### config.mk
export PLATFORM = sky130hd
export DESIGN_NAME = mmio_timer
export DESIGN_NICKNAME = d
export VERILOG_FILES = /design/src/rtl/mips_mmio_pkg.sv /design/src/rtl/timer_prescaler.sv /design/src/rtl/mmio_timer.sv
export SDC_FILE = /design/constraint.sdc
export NUM_CORES = 1
export LEC_CHECK = 0
export ABC_AREA = 1
export CORE_MARGIN = 2
export CORE_UTILIZATION = 40
export CTS_BUF_LIST = sky130_fd_sc_hd__clkbuf_4
export CTS_CLUSTER_DIAMETER = 80
export CTS_CLUSTER_SIZE = 12
export DETAILED_ROUTE_END_ITERATION = 16
export MAX_ROUTING_LAYER = met4
export PLACE_DENSITY = 0.75
export SETUP_SLACK_MARGIN = 0.5
export SLEW_MARGIN = 20
export SYNTH_ARGS = -nofsm -noshare
export SYNTH_HDL_FRONTEND = slang
export SYNTH_SLANG_ARGS = --single-unit
### constraint.sdc
create_clock -name clk -period 2.6 [get_ports clk]
set_input_delay 0.52 -clock clk [delete_from_list [all_inputs] [get_ports clk]]
set_output_delay 0.52 -clock clk [all_outputs]
set_load 0.01 [all_outputs]
### src/rtl/mips_mmio_pkg.sv
// Shared constants for the memory-mapped Count/Compare timer: register offsets,
// CTRL bit positions and the COMPARE reset value.
package mips_mmio_pkg;

  localparam logic [1:0] TMR_CTRL    = 2'd0;
  localparam logic [1:0] TMR_COUNT   = 2'd1;
  localparam logic [1:0] TMR_COMPARE = 2'd2;
  localparam logic [1:0] TMR_STATUS  = 2'd3;

  localparam int CTRL_EN = 0;
  localparam int CTRL_IE = 1;
  localparam int CTRL_AR = 2;

  localparam logic [31:0] COMPARE_RST = 32'hFFFF_FFFF;

endpackage

### src/rtl/timer_prescaler.sv
// Divides clk by DIV while enabled; tick is high in the cycle the divider sits at DIV-1.
// The divider is held at 0 while disabled, so the first tick lands DIV cycles after enable.
module timer_prescaler #(
  parameter int DIV = 4
) (
  input  logic clk,
  input  logic rst_n,
  input  logic en,
  output logic tick
);

  localparam int W = (DIV > 1) ? $clog2(DIV) : 1;
  localparam logic [W-1:0] LAST = W'(DIV - 1);

  logic [W-1:0] cnt;

  always_ff @(posedge clk or negedge rst_n) begin
    if (!rst_n) begin
      cnt <= '0;
    end else if (!en) begin
      cnt <= '0;
    end else if (cnt == LAST) begin
      cnt <= '0;
    end else begin
      cnt <= cnt + 1'b1;
    end
  end

  assign tick = en & (cnt == LAST);

endmodule

### src/rtl/mmio_timer.sv
// Memory-mapped Count/Compare timer with a level interrupt to CP0.
// Optional auto-reload on match is built when TIMER_AUTORELOAD_EN is defined.
module mmio_timer #(
  parameter logic [31:0] BASE_ADDR    = 32'h1000_0000,
  parameter int          PRESCALE_DIV = 4
) (
  input  logic        clk,
  input  logic        rst_n,
  input  logic        we,
  input  logic [31:0] addr,
  input  logic [31:0] wdata,
  output logic [31:0] rdata,
  output logic        sel,
  output logic        timer_int
);

  import mips_mmio_pkg::*;

  logic        en_q;
  logic        ie_q;
  logic        ar_q;
  logic [31:0] count_q;
  logic [31:0] compare_q;
  logic        pending_q;

  logic wr;
  logic ctrl_wr;
  logic count_wr;
  logic compare_wr;
  logic status_wr;
  logic tick_raw;
  logic tick;
  logic equal;
  logic match;
  logic unused_addr_bits;

  assign sel        = (addr[31:4] == BASE_ADDR[31:4]);
  assign wr         = we & sel;
  assign ctrl_wr    = wr & (addr[3:2] == TMR_CTRL);
  assign count_wr   = wr & (addr[3:2] == TMR_COUNT);
  assign compare_wr = wr & (addr[3:2] == TMR_COMPARE);
  assign status_wr  = wr & (addr[3:2] == TMR_STATUS);
  assign unused_addr_bits = ^addr[1:0];

  timer_prescaler #(
    .DIV (PRESCALE_DIV)
  ) u_prescaler (
    .clk   (clk),
    .rst_n (rst_n),
    .en    (en_q),
    .tick  (tick_raw)
  );

  // A tick coinciding with software turning EN off is dropped so COUNT holds.
  assign tick  = tick_raw & ~(ctrl_wr & ~wdata[CTRL_EN]);
  assign equal = (count_q == compare_q);
  assign match = tick & ~count_wr & equal;

  always_ff @(posedge clk or negedge rst_n) begin
    if (!rst_n) begin
      en_q <= 1'b0;
      ie_q <= 1'b0;
    end else if (ctrl_wr) begin
      en_q <= wdata[CTRL_EN];
      ie_q <= wdata[CTRL_IE];
    end
  end

`ifdef TIMER_AUTORELOAD_EN
  always_ff @(posedge clk or negedge rst_n) begin
    if (!rst_n) begin
      ar_q <= 1'b0;
    end else if (ctrl_wr) begin
      ar_q <= wdata[CTRL_AR];
    end
  end
`else
  assign ar_q = 1'b0;
`endif

  always_ff @(posedge clk or negedge rst_n) begin
    if (!rst_n) begin
      count_q <= '0;
    end else if (count_wr) begin
      count_q <= wdata;
    end else if (tick) begin
      count_q <= (ar_q && equal) ? 32'd0 : count_q + 32'd1;
    end
  end

  always_ff @(posedge clk or negedge rst_n) begin
    if (!rst_n) begin
      compare_q <= COMPARE_RST;
    end else if (compare_wr) begin
      compare_q <= wdata;
    end
  end

  // Set beats both clear sources (W1C and COMPARE rewrite).
  always_ff @(posedge clk or negedge rst_n) begin
    if (!rst_n) begin
      pending_q <= 1'b0;
    end else if (match) begin
      pending_q <= 1'b1;
    end else if (compare_wr || (status_wr && wdata[0])) begin
      pending_q <= 1'b0;
    end
  end

  always_comb begin
    rdata = '0;
    if (sel) begin
      case (addr[3:2])
        TMR_CTRL:    rdata = {29'd0, ar_q, ie_q, en_q};
        TMR_COUNT:   rdata = count_q;
        TMR_COMPARE: rdata = compare_q;
        default:     rdata = {31'd0, pending_q};
      endcase
    end
  end

  assign timer_int = pending_q & ie_q;

endmodule

### Word-level counts from Yosys, hierarchy flattened

Cells that the tools add are included.

| operators by class | value |
|---|---|
| muxes and demuxes | 8 |
| add/sub/neg operators | 2 |
| bitwise logic cells | 14 |
| reductions and logical operators | 5 |
| equal/unequal tests | 6 |

Operators with widths:

| operator | count |
|---|---|
| $mux 32 | 3 |
| $pmux 32 s3 | 1 |
| $add 32x1->32 const B | 1 |
| $eq 32x32->1 | 1 |
| $eq 28x25->1 const B | 1 |
| $and 1x1->1 | 11 |
| $eq 2x2->1 const B | 3 |
| $mux 2 | 2 |
| $reduce_bool 2->1 | 2 |
| $not 1->1 | 3 |
| $add 2x1->2 const B | 1 |
| $eq 2x1->1 const B | 1 |
| $logic_not 2->1 | 1 |
| $mux 1 | 2 |
| $logic_and 1x1->1 | 1 |
| $logic_or 1x1->1 | 1 |

| word-level totals | value |
|---|---|
| register bits after elaboration | 69 |
| word-level logic and storage cells | 41 |
| input bits | 67 |
| output and inout bits | 34 |

### Longest topological paths before layout

Gate-level depths: netlist (run 1).

| logic depth | value |
|---|---|
| depth after elaboration | 9 |
| gate-level depth with buffers | 13 |
| depth with buffers taken out | 12 |

### Hierarchy

Synthesis (run 1) repeated with hierarchy kept, for this count alone.

| second synthesis, totals | value |
|---|---|
| cells, all modules | 900 |
| area total of the unflattened synthesis | 5352.6 µm² |

By module, submodules not included:

| module | instances | area an instance (µm²) | sequential area each (µm²) | cells each |
|---|---|---|---|---|
| mmio_timer | 1 | 5263.8 | 1716.6 | 890 |
| timer_prescaler | 1 | 88.8 | 50.0 | 10 |

### Least setup slack after synthesis (run 1)

No wires, ideal clock.

| path | value |
|---|---|
| path kind | input to output |
| start | input port addr[3] |
| end | output port rdata[25] |
| buffers on the path | 2 |
| arrival | 1.541 ns |
| setup slack | 0.539 ns |
| required time | 2.080 ns |
| cell stages on the path | 6 |
| cell sequence | inv_1 -> nor2_1 -> clkbuf_1 -> buf_1 -> nand2_1 -> a21oi_1 |

| on the way | value |
|---|---|
| word-level cells in the longest chain between the ends | 3 |
| elaborated cells between the ends (all ways) | 5 |
| those cells by class | eq/ne: 2; mux: 2; reduce/logical: 1 |

RTL lines:

| what | RTL line | RTL |
|---|---|---|
| start, declared | mmio_timer.sv:10 | `input logic [31:0] addr,` |
| $eq 2x2->1, or another cell as far along | mmio_timer.sv:113 | `case (addr[3:2])` |
| $pmux 32 s3 (*) | mmio_timer.sv:113 |  |
| $mux 32 (*) | mmio_timer.sv:112 | `if (sel) begin` |
| end, declared | mmio_timer.sv:12 | `output logic [31:0] rdata,` |

Mark *: on every way between the ends. The rest lies on a longest branch, timed or not.

### Worst setup path in the final report (run 1)

| path | value |
|---|---|
| start | input port addr[31] |
| end | output port rdata[4] |

| on the way | value |
|---|---|
| word-level cells in the longest chain between the ends | 2 |

RTL lines:

| what | RTL line | RTL |
|---|---|---|
| $eq 28x25->1 | mmio_timer.sv:37 | `assign sel = (addr[31:4] == BASE_ADDR[31:4]);` |
| $mux 32 | mmio_timer.sv:112 |  |

Every way passes these cells.

==> results of run 1 <==
## worst max-delay path by stage
stage                  start  slack, ps  depth (start not counted)         to
floorplan            addr[3]        540                          6  rdata[25]
detailed placement  addr[31]       -360                          9   rdata[4]
global placement    addr[31]       -330                          9  rdata[16]
finish              addr[31]        360                          9   rdata[4]
global route        addr[31]        310                          9   rdata[4]
CTS                 addr[31]        380                          9   rdata[4]
## cell usage in the layout (no fill, tap or decap), drive strengths merged, types with 2 or more instances in the layout
| master | count |
|---|---|
| nor2 | 102 |
| a221oi | 2 |
| clkinv | 3 |
| nand4 | 18 |
| xnor2 | 2 |
| dfrtp | 37 |
| a21oi | 30 |
| o21ai | 36 |
| clkdlybuf4s15 | 4 |
| inv | 82 |
| clkdlybuf4s50 | 34 |
| buf | 94 |
| clkbuf | 17 |
| ha | 2 |
| nand3 | 68 |
| xor2 | 20 |
| nand2 | 419 |
| dfstp | 32 |
## flip-flops by register name, summed over array words and instances (netlist names)
name             flops
ie_q                 1
en_q                 1
compare_q           32
count_q             32
u_prescaler.cnt      2
pending_q            1
## per-layer routing
| metal | track usage (%) | share of wire (%) |
|---|---|---|
| met1 | 31.3 | 46 |
| met2 | 37.6 | 47 |
| met3 | 3.92 | 5.6 |
| met4 | 6.61 | 1.2 |
| met5 | - | 0 |
## what timing repair did
action | CTS | global route
buffers inserted | 6 | 3
gates cloned | 3 | 0
gates resized for setup | 254 | 25
endpoints found under the setup margin | 74 | 65
pin swaps | 7 | 6
## power by group
part	switching (mW)	leakage (nW)	internal, mW	total [mW]
clock network	0.416	0.0743	0.309	0.725
registers	0.00000776	0.820	1.08	1.08
logic	0.101	2.27	0.107	0.208
total	0.517	3.17	1.49	2.01
## through the flow
step                hold slack [ps]  instances  setup WS [ps]  setup TNS, ps  util [%]
finish                         44.2       1184            361              0      52.3
global route                   65.0       1184            314              0      52.3
CTS                            44.2       1181            384              0      51.7
detailed placement              437       1156           -359          -9600      50.5
global placement                422       1156           -334          -8940      50.5
floorplan                       224        902            539              0         -
## cell type report
cell class,count,area share [%]
flip-flops and latches,69,25.5
clock buffers,11,1.19
well taps,176,3.18
inverters,82,4.59
multi-input cells,702,47.2
clock inverters,5,0.741
repair buffers,139,17.5
## kinds of logic after synthesis
| kind of cell | after synthesis |
|---|---|
| xor+xnor | 22 |
| simple gates | 609 |
| flops | 69 |
| buf+inv | 131 |
| fa+ha+maj | 2 |
| compound gates | 69 |
==> flow_summary.json, run 1 <==
{
  "slowest_stage": "or2_0",
  "cts_hold_buf": 0,
  "syn_inst": 902,
  "crit_chain": "buf_6 > or2_0 > nor2_1 > nand2_1 > nor2_4 > inv_8 > buf_12 > a21oi_4 > buf_2",
  "fin_crit_sh_pct": 86.1,
  "grt_max_degree": 50,
  "nets": 1072,
  "clock_latency_ps": 440,
  "drt_iter0_drc": 364,
  "leakagePower_nw": 3.17,
  "synth_most_common_cell": "nand2_1",
  "core_um2": 13200,
  "multi_input_area_um2": 3270,
  "vias": 5894,
  "cts.sinks": 69,
  "seq_area_frac_synth_pct": 32.5,
  "grtUsageTotal_pct": 23.6,
  "ys.flop_type": "dfrtp_1",
  "finalHoldViolations": 0,
  "grt_pass1_vias": 5528,
  "routed_wl_um": 16000,
  "hp-class": "in -> async",
  "slowest_delay_ps": 200,
  "dpl.hpwl_um": 11400,
  "crit_family": "simple AND/OR/NAND/NOR gates",
  "final_antenna_net_count": 0,
  "post_route_cells_drive_above_1_share_pct": 21.1,
  "synth_top_family_by_area": "simple AND/OR/NAND/NOR gates",
  "finalClockSkew_ps": 23.9,
  "ys_top_cells_by_count": "412 x nand2_1, 98 x nor2_1, 80 x inv_1",
  "clk_pin_slew_worst_paths_ps": 130,
  "p_per_area_nw_per_um2": 290,
  "r2r-end": "count_q[15]$_DFFE_PN0P_",
  "fill_cells": 1373,
  "syn_area_um2": 5430,
  "io_pins": 101,
  "synth_top_area_share_pct": 28.5,
  "r2r_start": "count_q[2]$_DFFE_PN0P_",
  "synth_area_leaders": "nand2_1 28%, dfrtp_1 17%, dfstp_2 15%",
  "r2r_slack_ps": 650,
  "total_power_mw": 2.01,
  "cts_buffers": 9,
  "setup_viol": 0,
  "synth_warnings": 0,
  "synthSimpleGateAreaFrac_pct": 45.7,
  "die_area_um2": 14500,
  "rsz0062_at_grt": "yes",
  "path_buf_inv": 4,
  "n_antenna_cell": 0,
  "dr.pass1.iters": 5,
  "max-slew-margin-rel_pct": 65.2,
  "wl_per_cell_um": 13.5,
  "critPathArrivalTime_ps": 1720,
  "antenna_found_initial": 0,
  "ys_seq_elements": 69,
  "grt_pass1_wl_um": 26900,
  "critPathKind": "in -> out",
  "fp-row-count": 42,
  "grt-ovfl-total": 0,
  "synth_edf_count": 0,
  "drv_cap": 0,
  "avgViaCountPerCell": 4.98,
  "syn_area_per_cell_um2": 6.02,
  "min_period_ps": 2240,
  "port-buffer-count": 98,
  "root_buffer": "clkbuf_4",
  "drcViolationCount": 0,
  "status": "finished, final reports clean",
  "async_flop_share_pct": 100,
  "area_growth_pct": 27.6,
  "place.gp.congestion": 0.981,
  "synth_compound_area_share_pct": 7.03,
  "synth_fa_ha_area_share_pct": 0.461,
  "ir_worst_vdd_mv": 0.181,
  "fp.dieH_um": 120,
  "cp_max_fo": 8,
  "worst_pin_slew_ps": 521,
  "clockBufferDepth": 2,
  "critPathRequiredTime_ps": 2080,
  "ys_types": 29,
  "muxShareOfSynthArea_pct": 0,
  "place_area_um2": 6690,
  "reg2regPathDepth": 9,
  "syn_nets": 971,
  "cp-end-kind": "output port",
  "seqCellArea_um2": 1770,
  "start_kind": "input pin",
  "start_util_pct": 41.0,
  "drv_slew": 0,
  "die_x_um": 120,
  "synthXorXnorAreaFrac_pct": 3.55,
  "final_area_um2": 6930,
  "h-tree-depth": 3,
  "cts_tree": "done",
  "yosys.area.top_type": "nand2_1",
  "max_freq_ghz": 0.447
}
Power figures use the tool's default switching activity.
==> run 2: changes to the inputs <==
--- a/config.mk
+++ b/config.mk
@@ -5,7 +5,6 @@
 export SDC_FILE = /design/constraint.sdc
 export NUM_CORES = 1
 export LEC_CHECK = 0
-export ABC_AREA = 1
 export CORE_MARGIN = 2
 export CORE_UTILIZATION = 40
 export CTS_BUF_LIST = sky130_fd_sc_hd__clkbuf_4
@@ -13,7 +12,8 @@
 export CTS_CLUSTER_SIZE = 12
 export DETAILED_ROUTE_END_ITERATION = 16
 export MAX_ROUTING_LAYER = met4
-export PLACE_DENSITY = 0.75
+export PLACE_DENSITY = 0.76
+export RECOVER_POWER = 50
 export SETUP_SLACK_MARGIN = 0.5
 export SLEW_MARGIN = 20
 export SYNTH_ARGS = -nofsm -noshare
==> flow_summary.json, run 2 <==
{
  "ir_worst_vdd_mv": 0.231,
  "p_per_area_nw_per_um2": 273,
  "place.gp.congestion": 0.869,
  "fin_crit_sh_pct": 98.5,
  "final_antenna_net_count": 0,
  "start_util_pct": 40.8,
  "die_area_um2": 12500,
  "syn_inst": 496,
  "finalHoldViolations": 0,
  "leakagePower_nw": 2.71,
  "io_pins": 101,
  "fp-row-count": 39,
  "cp_num_cells": 8,
  "synth_most_common_cell": "nor2_1",
  "grt_pass1_vias": 4803,
  "fp.dieH_um": 112,
  "root_buffer": "clkbuf_4",
  "grt_max_degree": 41,
  "synth_area_leaders": "dfrtp_1 20%, dfstp_2 18%, mux2_1 7.3%",
  "drv_cap": 1,
  "crit_chain": "buf_6 > or4_4 > nor3_4 > buf_6 > nand2_8 > buf_12 > nor2_2 > buf_2",
  "post_route_cells_drive_above_1_share_pct": 42.7,
  "place_inst": 744,
  "grt_pass1_wl_um": 24700,
  "layout_commonest_cell": "buf_4",
  "synth_top_area_share_pct": 20.0,
  "finalClockSkew_ps": 16.2,
  "rsz0062_at_grt": "yes",
  "synth_edf_count": 0,
  "stdcell_count": 798,
  "grt-ovfl-total": 0,
  "dpl.hpwl_um": 10400,
  "cpMostUsedCell": "buf_6",
  "async_flop_share_pct": 100,
  "cts_tree": "done",
  "syn_nets": 565,
  "seqCellArea_um2": 1780,
  "cts_buffers": 9,
  "syn_area_per_cell_um2": 9.35,
  "die_x_um": 112,
  "mostFrequentLayoutCells": "56 x buf_4, 38 x nand2_1, 33 x xnor2_1, 33 x clkdlybuf4s50_1, 32 x dfstp_2",
  "ys_top_cells_by_count": "49 x nor2_1, 38 x nand2_1, 37 x dfrtp_1",
  "violations": "max-capacitance violations, max-slew violations",
  "vias": 4870,
  "wl_per_cell_um": 20.5,
  "synth_warnings": 0,
  "nets": 719,
  "worst_pin_slew_ps": 1730,
  "max-slew-margin-rel_pct": -15.6,
  "n_antenna_cell": 0,
  "clockBufferDepth": 2,
  "clk_pin_slew_worst_paths_ps": 100,
  "final_area_um2": 6860,
  "drv_slew": 30,
  "reg2regPathDepth": 7,
  "clock_latency_ps": 430,
  "min_period_ps": 2560,
  "yosys.area.top_type": "dfrtp_1",
  "start_kind": "input pin",
  "crit_family": "simple AND/OR/NAND/NOR gates",
  "cp-end-kind": "output port",
  "critPathArrivalTime_ps": 2040,
  "slowest_delay_ps": 560,
  "drt_iter0_drc": 382,
  "cts.sinks": 69,
  "largest_registers": "compare_q: 32 flops, count_q: 32 flops, u_prescaler.cnt: 2 flops",
  "max_freq_ghz": 0.390,
  "ys_types": 59,
  "status": "finished, violations left",
  "ys.flop_type": "dfrtp_1",
  "port-buffer-count": 98,
  "grtUsageTotal_pct": 25.3,
  "multi_input_area_um2": 3040,
  "routed_wl_um": 16400,
  "hold_path_depth": 1,
  "syn_area_um2": 4640,
  "drcViolationCount": 0,
  "place_area_um2": 6110,
  "fill_cells": 933,
  "setup_viol": 0,
  "cp_max_fo": 12,
  "seq_area_frac_synth_pct": 38.1,
  "h-tree-depth": 3,
  "antenna_found_initial": 0,
  "final_util_pct": 60.4,
  "ys_seq_elements": 69,
  "path_buf_inv": 4,
  "dr.pass1.iters": 5,
  "hp-class": "reg -> reg",
  "critPathRequiredTime_ps": 2080,
  "slowest_stage": "or4_4",
  "area_growth_pct": 48.0,
  "avgViaCountPerCell": 6.10,
  "cts_hold_buf": 0,
  "critPathKind": "in -> out",
  "core_um2": 11400
}
[run 2: cell count changes after synthesis, moves of 11 or more]
| cell | before | now |
|---|---|---|
| a31oi_1 | 0 | 14 |
| nor2_1 | 98 | 49 |
| or4_1 | 0 | 17 |
| nand3_1 | 67 | 24 |
| mux2_1 | 0 | 30 |
| xor2_1 | 20 | 0 |
| inv_1 | 80 | 9 |
| o21ai_1 | 17 | 0 |
| xnor2_1 | 2 | 33 |
| a21oi_1 | 30 | 9 |
| nand2_1 | 412 | 38 |
| mux2i_1 | 0 | 11 |
| a22oi_1 | 0 | 30 |
[run 2: stage by stage]
stage	hold slack [ps]	TNS [ps]	worst slack, ps	total power, mW
3_5_place_dp	429	-41530	-686	1.30
2_1_floorplan	224	0	272	1.13
5_1_grt	491	0	0.496	1.94
6_report	446	0	38.2	1.87
4_1_cts	140	0	67.4	1.86
3_3_place_gp	423	-37520	-643	1.29
[run 2: final timing paths]
kind                                                    from                      endpoint  slack [ps]
worst max-delay path                                addr[19]                      rdata[1]          40
worst min-delay path            u_prescaler.cnt[0]$_DFF_PN0_  u_prescaler.cnt[0]$_DFF_PN0_         450
worst max register to register  u_prescaler.cnt[0]$_DFF_PN0_       count_q[29]$_DFFE_PN0P_         470
worst min register to register  u_prescaler.cnt[0]$_DFF_PN0_  u_prescaler.cnt[0]$_DFF_PN0_         450
max in group asynchronous                              rst_n       count_q[15]$_DFFE_PN0P_         940
min in group asynchronous                              rst_n       count_q[23]$_DFFE_PN0P_         530
[run 2: what timing repair did]
action / in CTS / in global routing
gates resized for setup: 276 / 57
endpoints found under the hold margin: 0 / 0
pin swaps: 21 / 12
endpoints found under the setup margin: 100 / 90
setup buffers: 8 / 22
cloned: 6 / 2
[run 2: cell families after synthesis]
| group | count (synthesis) | share of synthesized area (%) |
|---|---|---|
| simple gates | 194 | 22.7 |
| compound gates | 101 | 16.4 |
| flops | 69 | 38.1 |
| buf+inv | 51 | 4.96 |
| mux | 46 | 11.1 |
| xor+xnor | 33 | 6.23 |
| fa+ha+maj | 2 | 0.539 |
[run 2: metal layers]
layer / GRT usage [%] / share of wire [%]
met1: 31.3 / 40
met2: 41.1 / 50
met3: 5.66 / 7.3
met4: 8.72 / 3.2
met5: - / 0
[run 2: layout make-up]
cell class / instances / area share (%)
inverter: 10 / 0.547
multi-input combinational: 376 / 44.3
clock buffer: 11 / 1.20
tap: 143 / 2.61
clock inverter: 5 / 0.292
sequential: 69 / 25.9
timing repair buffer: 184 / 25.1
[run 2: power breakdown]
| group | total (mW) | switching, mW | internal (mW) |
|---|---|---|---|
| Sequential | 1.08 | 0.0000610 | 1.08 |
| Clock | 0.593 | 0.388 | 0.205 |
| Combinational | 0.203 | 0.102 | 0.102 |
| Total | 1.87 | 0.490 | 1.38 |
==> RTL change 1 (flow settings as in run 2) <==
The option `TIMER_AUTORELOAD_EN` is turned on by a define.
--- a/src/rtl/mmio_timer.sv
+++ b/src/rtl/mmio_timer.sv
@@ -1,4 +1,6 @@
 // Memory-mapped Count/Compare timer with a level interrupt to CP0.
 // Optional auto-reload on match is built when TIMER_AUTORELOAD_EN is defined.
+`define TIMER_AUTORELOAD_EN
+
 module mmio_timer #(
   parameter logic [31:0] BASE_ADDR    = 32'h1000_0000,
Check against the original RTL: not equivalent (a bounded check fails within 4 cycles, from zero or initial values and one cycle with rst_n low).
==> RTL change 1 against run 2 <==
  * Combinational power down 7%
  * Largest power group unchanged
  * Wire length down 5.4%
  * Critical endpoint is now count_q[4]
  * Area after synthesis down 0.89%
  * The flow finishes with violations (capacitance limit, slew limit, setup timing)
  * Worst setup slack worse by 89 ps
  * Final cell count down 2.5%
  * Design area up 1.4%
  * Sequential cell count up 1
  * Total power up 1.2%
  * Global-route usage down 1.0 points
  * Critical path type is now in -> reg
==> RTL change 1: results (changes against run 2) <==
Place WS=-775 ps (-89.2 ps); top post-synthesis cells by count=nor2_1 (76), a22oi_1 (42), dfrtp_1 (38); Layout Skew=18.0 ps (+1.78 ps); Worst Tran Pin Value=1750 ps (+21.6 ps); fin worst setup slack=-50.8 ps (-89.0 ps); initial antenna violation count=0 (unchanged); Remaining DRCs=0 (unchanged); Skew-Pair Late Insertion Delay=440 ps; slowest CP cell=or3_4; vias per cell=5.98 (-2.0%); CP peak stage delay=450 ps (-110 ps); number of diodes=0 (unchanged); commonest non-fill, non-tap cell in the layout=nor2_1; setup TNS=-553 ps (-553 ps); number of DRC violations after detailed-routing iteration 0=368 (-3.7%); final-stage net count=700 (-2.6%); VDD IR max=0.000166 V (-28%); Seq/Total Area, Yosys=39.0% (+0.89 points); post-synth cell types=55 (-6.8%); number of buffers created by CTS=9 (unchanged); hold crit path type=reg -> reg; Final GP Congestion=0.863 (-0.71%); Pre-antenna DRT Iters=6 (+1); first-pass GRT wire length=23,500 um (-4.7%); DPL Wire Length=9780 um (-5.9%); failing checks=capacitance limit, slew limit, setup timing; Root Driver=clkbuf_4; Lkg Pwr=2.76 nW (+1.8%); Pins Over Slew Limit=71 (+140%); H-tree depth=3 (unchanged); outcome=finished, violations left; vias in the first global route=4,532 (-5.6%); Final setup viols=22 (+22); final WL=15,500 um (-5.4%); Placement Cell Area=0.00620 mm^2 (+1.4%); worst-path maximum fanout=8 (-4); max_cap viols=1 (unchanged); Tot GR Track Use=24.3% (-1.0 points); crit path DAT=3010 ps (+970 ps); Synth area leaders=dfrtp_1 (21%), dfstp_2 (18%), mux2_2 (8.6%); largest net degree at the start of global routing=71 (+73%); asr flop ratio synth=100% (unchanged); syn_nets=574 (+1.6%); share of layout cells above drive strength 1=46.8% (+4.0 points); biggest regs=compare_q x32, count_q x32, u_prescaler.cnt x2
[RTL change 1: changes by cell type in the layout (fill, tap and decap cells not counted), sizes merged, moves of 12 or more]
cell and change:
a21o +15, a21oi +13, a22oi +12, nand2 -14, nor2 +27, or4 -16
[RTL change 1: final timing paths]
check                                   start                  to  depth (start not counted)  slack [ps]
max                                  addr[16]          count_q[4]                         15         -50
min                        u_prescaler.cnt[0]  u_prescaler.cnt[0]                          1         450
max reg2reg                     compare_q[28]          count_q[6]                          8         190
min reg2reg                u_prescaler.cnt[0]  u_prescaler.cnt[0]                          1         450
max in group asynchronous               rst_n          count_q[7]                          2         790
min in group asynchronous               rst_n         count_q[16]                          2         570
[RTL change 1: kinds of logic after synthesis]
logic type | synth area share [%]
multiplexers | 9.72
XOR/XNOR | 6.10
AND/OR/NAND/NOR | 20.9
adder cells (fa/ha/maj) | 0.544
buffers and inverters | 4.60
flip-flops | 39.0
AO/OA/AOI/OAI | 19.2
[RTL change 1: area by class of cell]
class	count	area, um^2
inverters	4	20.0
multi-input cells	386	3190
well taps	143	179
flip-flops and latches	70	1790
fillers	909	4360
repair buffers	160	1670
clock buffers	12	90.1
clock inverters	3	12.5
[RTL change 1: repair_timing]
item / CTS / global route
cloned: 7 / 3
pin swaps: 34 / 48
endpoints found under the setup margin: 101 / 69
buffers inserted: 10 / 3
resized for setup: 279 / 79
[RTL change 1: through the flow]
stage,utilization (%),std cells,power (mW)
3_5_place_dp,54.8,740,1.30
5_1_grt,61.5,778,1.95
3_3_place_gp,54.8,740,1.30
4_1_cts,57.9,772,1.88
6_report,61.5,778,1.89
2_1_floorplan,-,505,1.14
[RTL change 1: worst max-delay path: cells and delay by family]
kind	cells	cell delay [ps]
AOI/OAI and AO/OA	4	530
buffers and inverters	8	1090
and+or+nand+nor	3	870
[RTL change 1: routing by layer]
| layer | part of all wire, % | global-route usage, % | routed length, um | vias to the layer above |
|---|---|---|---|---|
| met3 | 6.4 | 4.59 | 996 | 44 |
| met5 | 0 | - | 0 | - |
| met2 | 49 | 39.6 | 7610 | 193 |
| li1 | - | - | - | 2113 |
| met1 | 42 | 31.7 | 6460 | 2305 |
| met4 | 2.8 | 5.43 | 427 | 0 |
[RTL change 1: report_power, final]
| group | switching (mW) | leakage (nW) | total [mW] | internal, mW |
|---|---|---|---|---|
| clock | 0.396 | 0.0623 | 0.613 | 0.217 |
| combinational | 0.0911 | 1.85 | 0.189 | 0.0981 |
| sequential | 0.000185 | 0.842 | 1.09 | 1.09 |
==> RTL change 2 (flow settings as in run 2) <==
Without the edit above. Put a register stage on the output `rdata`. The value now appears one clock later. The other outputs are not delayed to match.
--- a/src/rtl/mmio_timer.sv
+++ b/src/rtl/mmio_timer.sv
@@ -16,4 +16,6 @@
 
   import mips_mmio_pkg::*;
+
+  logic [31:0] rdata_d;
 
   logic        en_q;
@@ -109,11 +111,11 @@
 
   always_comb begin
-    rdata = '0;
+    rdata_d = '0;
     if (sel) begin
       case (addr[3:2])
-        TMR_CTRL:    rdata = {29'd0, ar_q, ie_q, en_q};
-        TMR_COUNT:   rdata = count_q;
-        TMR_COMPARE: rdata = compare_q;
-        default:     rdata = {31'd0, pending_q};
+        TMR_CTRL:    rdata_d = {29'd0, ar_q, ie_q, en_q};
+        TMR_COUNT:   rdata_d = count_q;
+        TMR_COMPARE: rdata_d = compare_q;
+        default:     rdata_d = {31'd0, pending_q};
       endcase
     end
@@ -122,4 +124,8 @@
   assign timer_int = pending_q & ie_q;
 
+  always_ff @(posedge clk) begin
+    rdata <= rdata_d;
+  end
+
 endmodule
 
Behaviour: not the same (a bounded check fails within 4 cycles, from zero or initial values and one cycle with rst_n low).
==> RTL change 2 against run 2 <==
  * Wire length fell by 25%
  * Clock power rose by 36%
  * Worst setup slack improved by 340 ps
  * Register-to-register slack improved by 140 ps
  * Hold slack got worse by 130 ps
  * Design area fell by 7.5%
  * Utilization fell by 8.0 points
  * Total power rose by 36%
  * Non-clock buffer count fell by 60
  * Sequential cell count rose by 32
  * Via count fell by 20%
  * The run ends with capacitance limit left
  * Sequential share of layout area rose by 12 points
  * Fmax rose by 15%
  * Area after synthesis rose by 7.4%
==> RTL change 2: results (changes against run 2) <==
outcome=finished, violations left; failing checks=capacitance limit; buffer share of cell area=18.6% (-6.5 points); asr flop ratio synth=68.3% (-32 points); # fillers=1,144 (+23%); Signal buffers=124 (-33%); largest net degree at the start of global routing=36 (-12%); hold crit path type=in -> async; Post-Layout Cell Count=745 (-6.6%); syn_area_per_cell=10.7 um^2 (+14%); worst reg2reg path startpoint=count_q[10]; Seq/Total Area, Yosys=48.3% (+10 points); met2 Usage GRT=30.8% (-10 points); fraction of area in multi-input gates=37.9% (-6.5 points); Worst Tran Pin Value=1500 ps (-233 ps); number of DRC violations after detailed-routing iteration 0=227 (-41%); slowest CP cell=clkbuf_1; post-route cell area=0.00635 mm^2 (-7.5%); Switching Share=23.3% (-2.9 points); final WL=12,300 um (-25%); clock transition at the registers of the reported paths=160 ps (+60 ps); seq pwr=1.57 mW (+45%); GR Util met1=25.7% (-5.6 points); Final GP Congestion=0.899 (+3.4%); routed via count=3,899 (-20%); vias in the first global route=3,922 (-18%); DPL Wire Length=9080 um (-13%); Cells after DPL=727 (-2.3%); Skew-Pair Late Insertion Delay=460 ps (+30 ps); first-pass GRT wire length=19,800 um (-20%); worst r2r dst=count_q[27]; Pre-antenna DRT Iters=4 (-1); Top delay family on crit path=buffers and inverters; top post-synthesis cells by count=xnor2_1 (53), nor2_1 (43), dfrtp_1 (37); metal2 WL=5820 um (-29%); biggest regs=compare_q x32, count_q x32, rdata x32; CP peak stage delay=600 ps (+40 ps); fmax=450 MHz (+15%); Tot GR Track Use=19.8% (-5.5 points); Post-Syn Area=0.00498 mm^2 (+7.4%); max_cap viols=1 (unchanged); Lkg Pwr=2.34 nW (-13%); VDD IR max=0.000215 V (-7.0%); final-stage net count=641 (-11%); Worst Setup EP=rdata[31]; crit path DAT=2620 ps (+580 ps); post-synth cell types=49 (-17%); Layout Skew=16.2 ps (-0.00890 ps); Reg2Reg Depth=6 (-1); syn_nets=536 (-5.1%); clkbuf count=10 (-1); WL met1=5500 um (-16%); worst-path maximum fanout=13 (+1); met3 wire len=712 um (-40%); startpoint of the worst setup timing path=addr[2]; Placement Cell Area=0.00622 mm^2 (+1.8%); #MultiIn Comb=332 (-12%)
==> RTL change 2: changes by cell type in the layout (fill, tap and decap cells not counted), sizes merged, moves of 9 or more <==
cell                  run 2  this run
a21boi                    9         0
a31oi                    14         0
buf                     118        23
clkbuf                   27        15
clkdlybuf4s50            33        68
dfxtp                     0        32
dlygate4sd2               6        22
mux2i                    11         2
o21ai                     3        27
o31ai                    10         1
or4                      18         0
xnor2                    33        53
xor2                      0        10
==> RTL change 2: logic make-up after synthesis <==
logic type	synth area share [%]
adders and majority gates	0.502
DFF	48.3
AOI/OAI and AO/OA	8.56
xor gates and xnor gates	11.1
and+or+nand+nor	18.8
buffers and inverters	3.89
muxes	8.84
==> RTL change 2: worst min path at each step <==
stage	end	slack (ps)	cells past startpoint
2_1_floorplan	count_q[0]	220	0
3_3_place_gp	u_prescaler.cnt[0]	420	1
3_5_place_dp	u_prescaler.cnt[0]	440	1
4_1_cts	compare_q[23]	100	1
5_1_grt	compare_q[23]	350	1
6_report	compare_q[23]	320	1
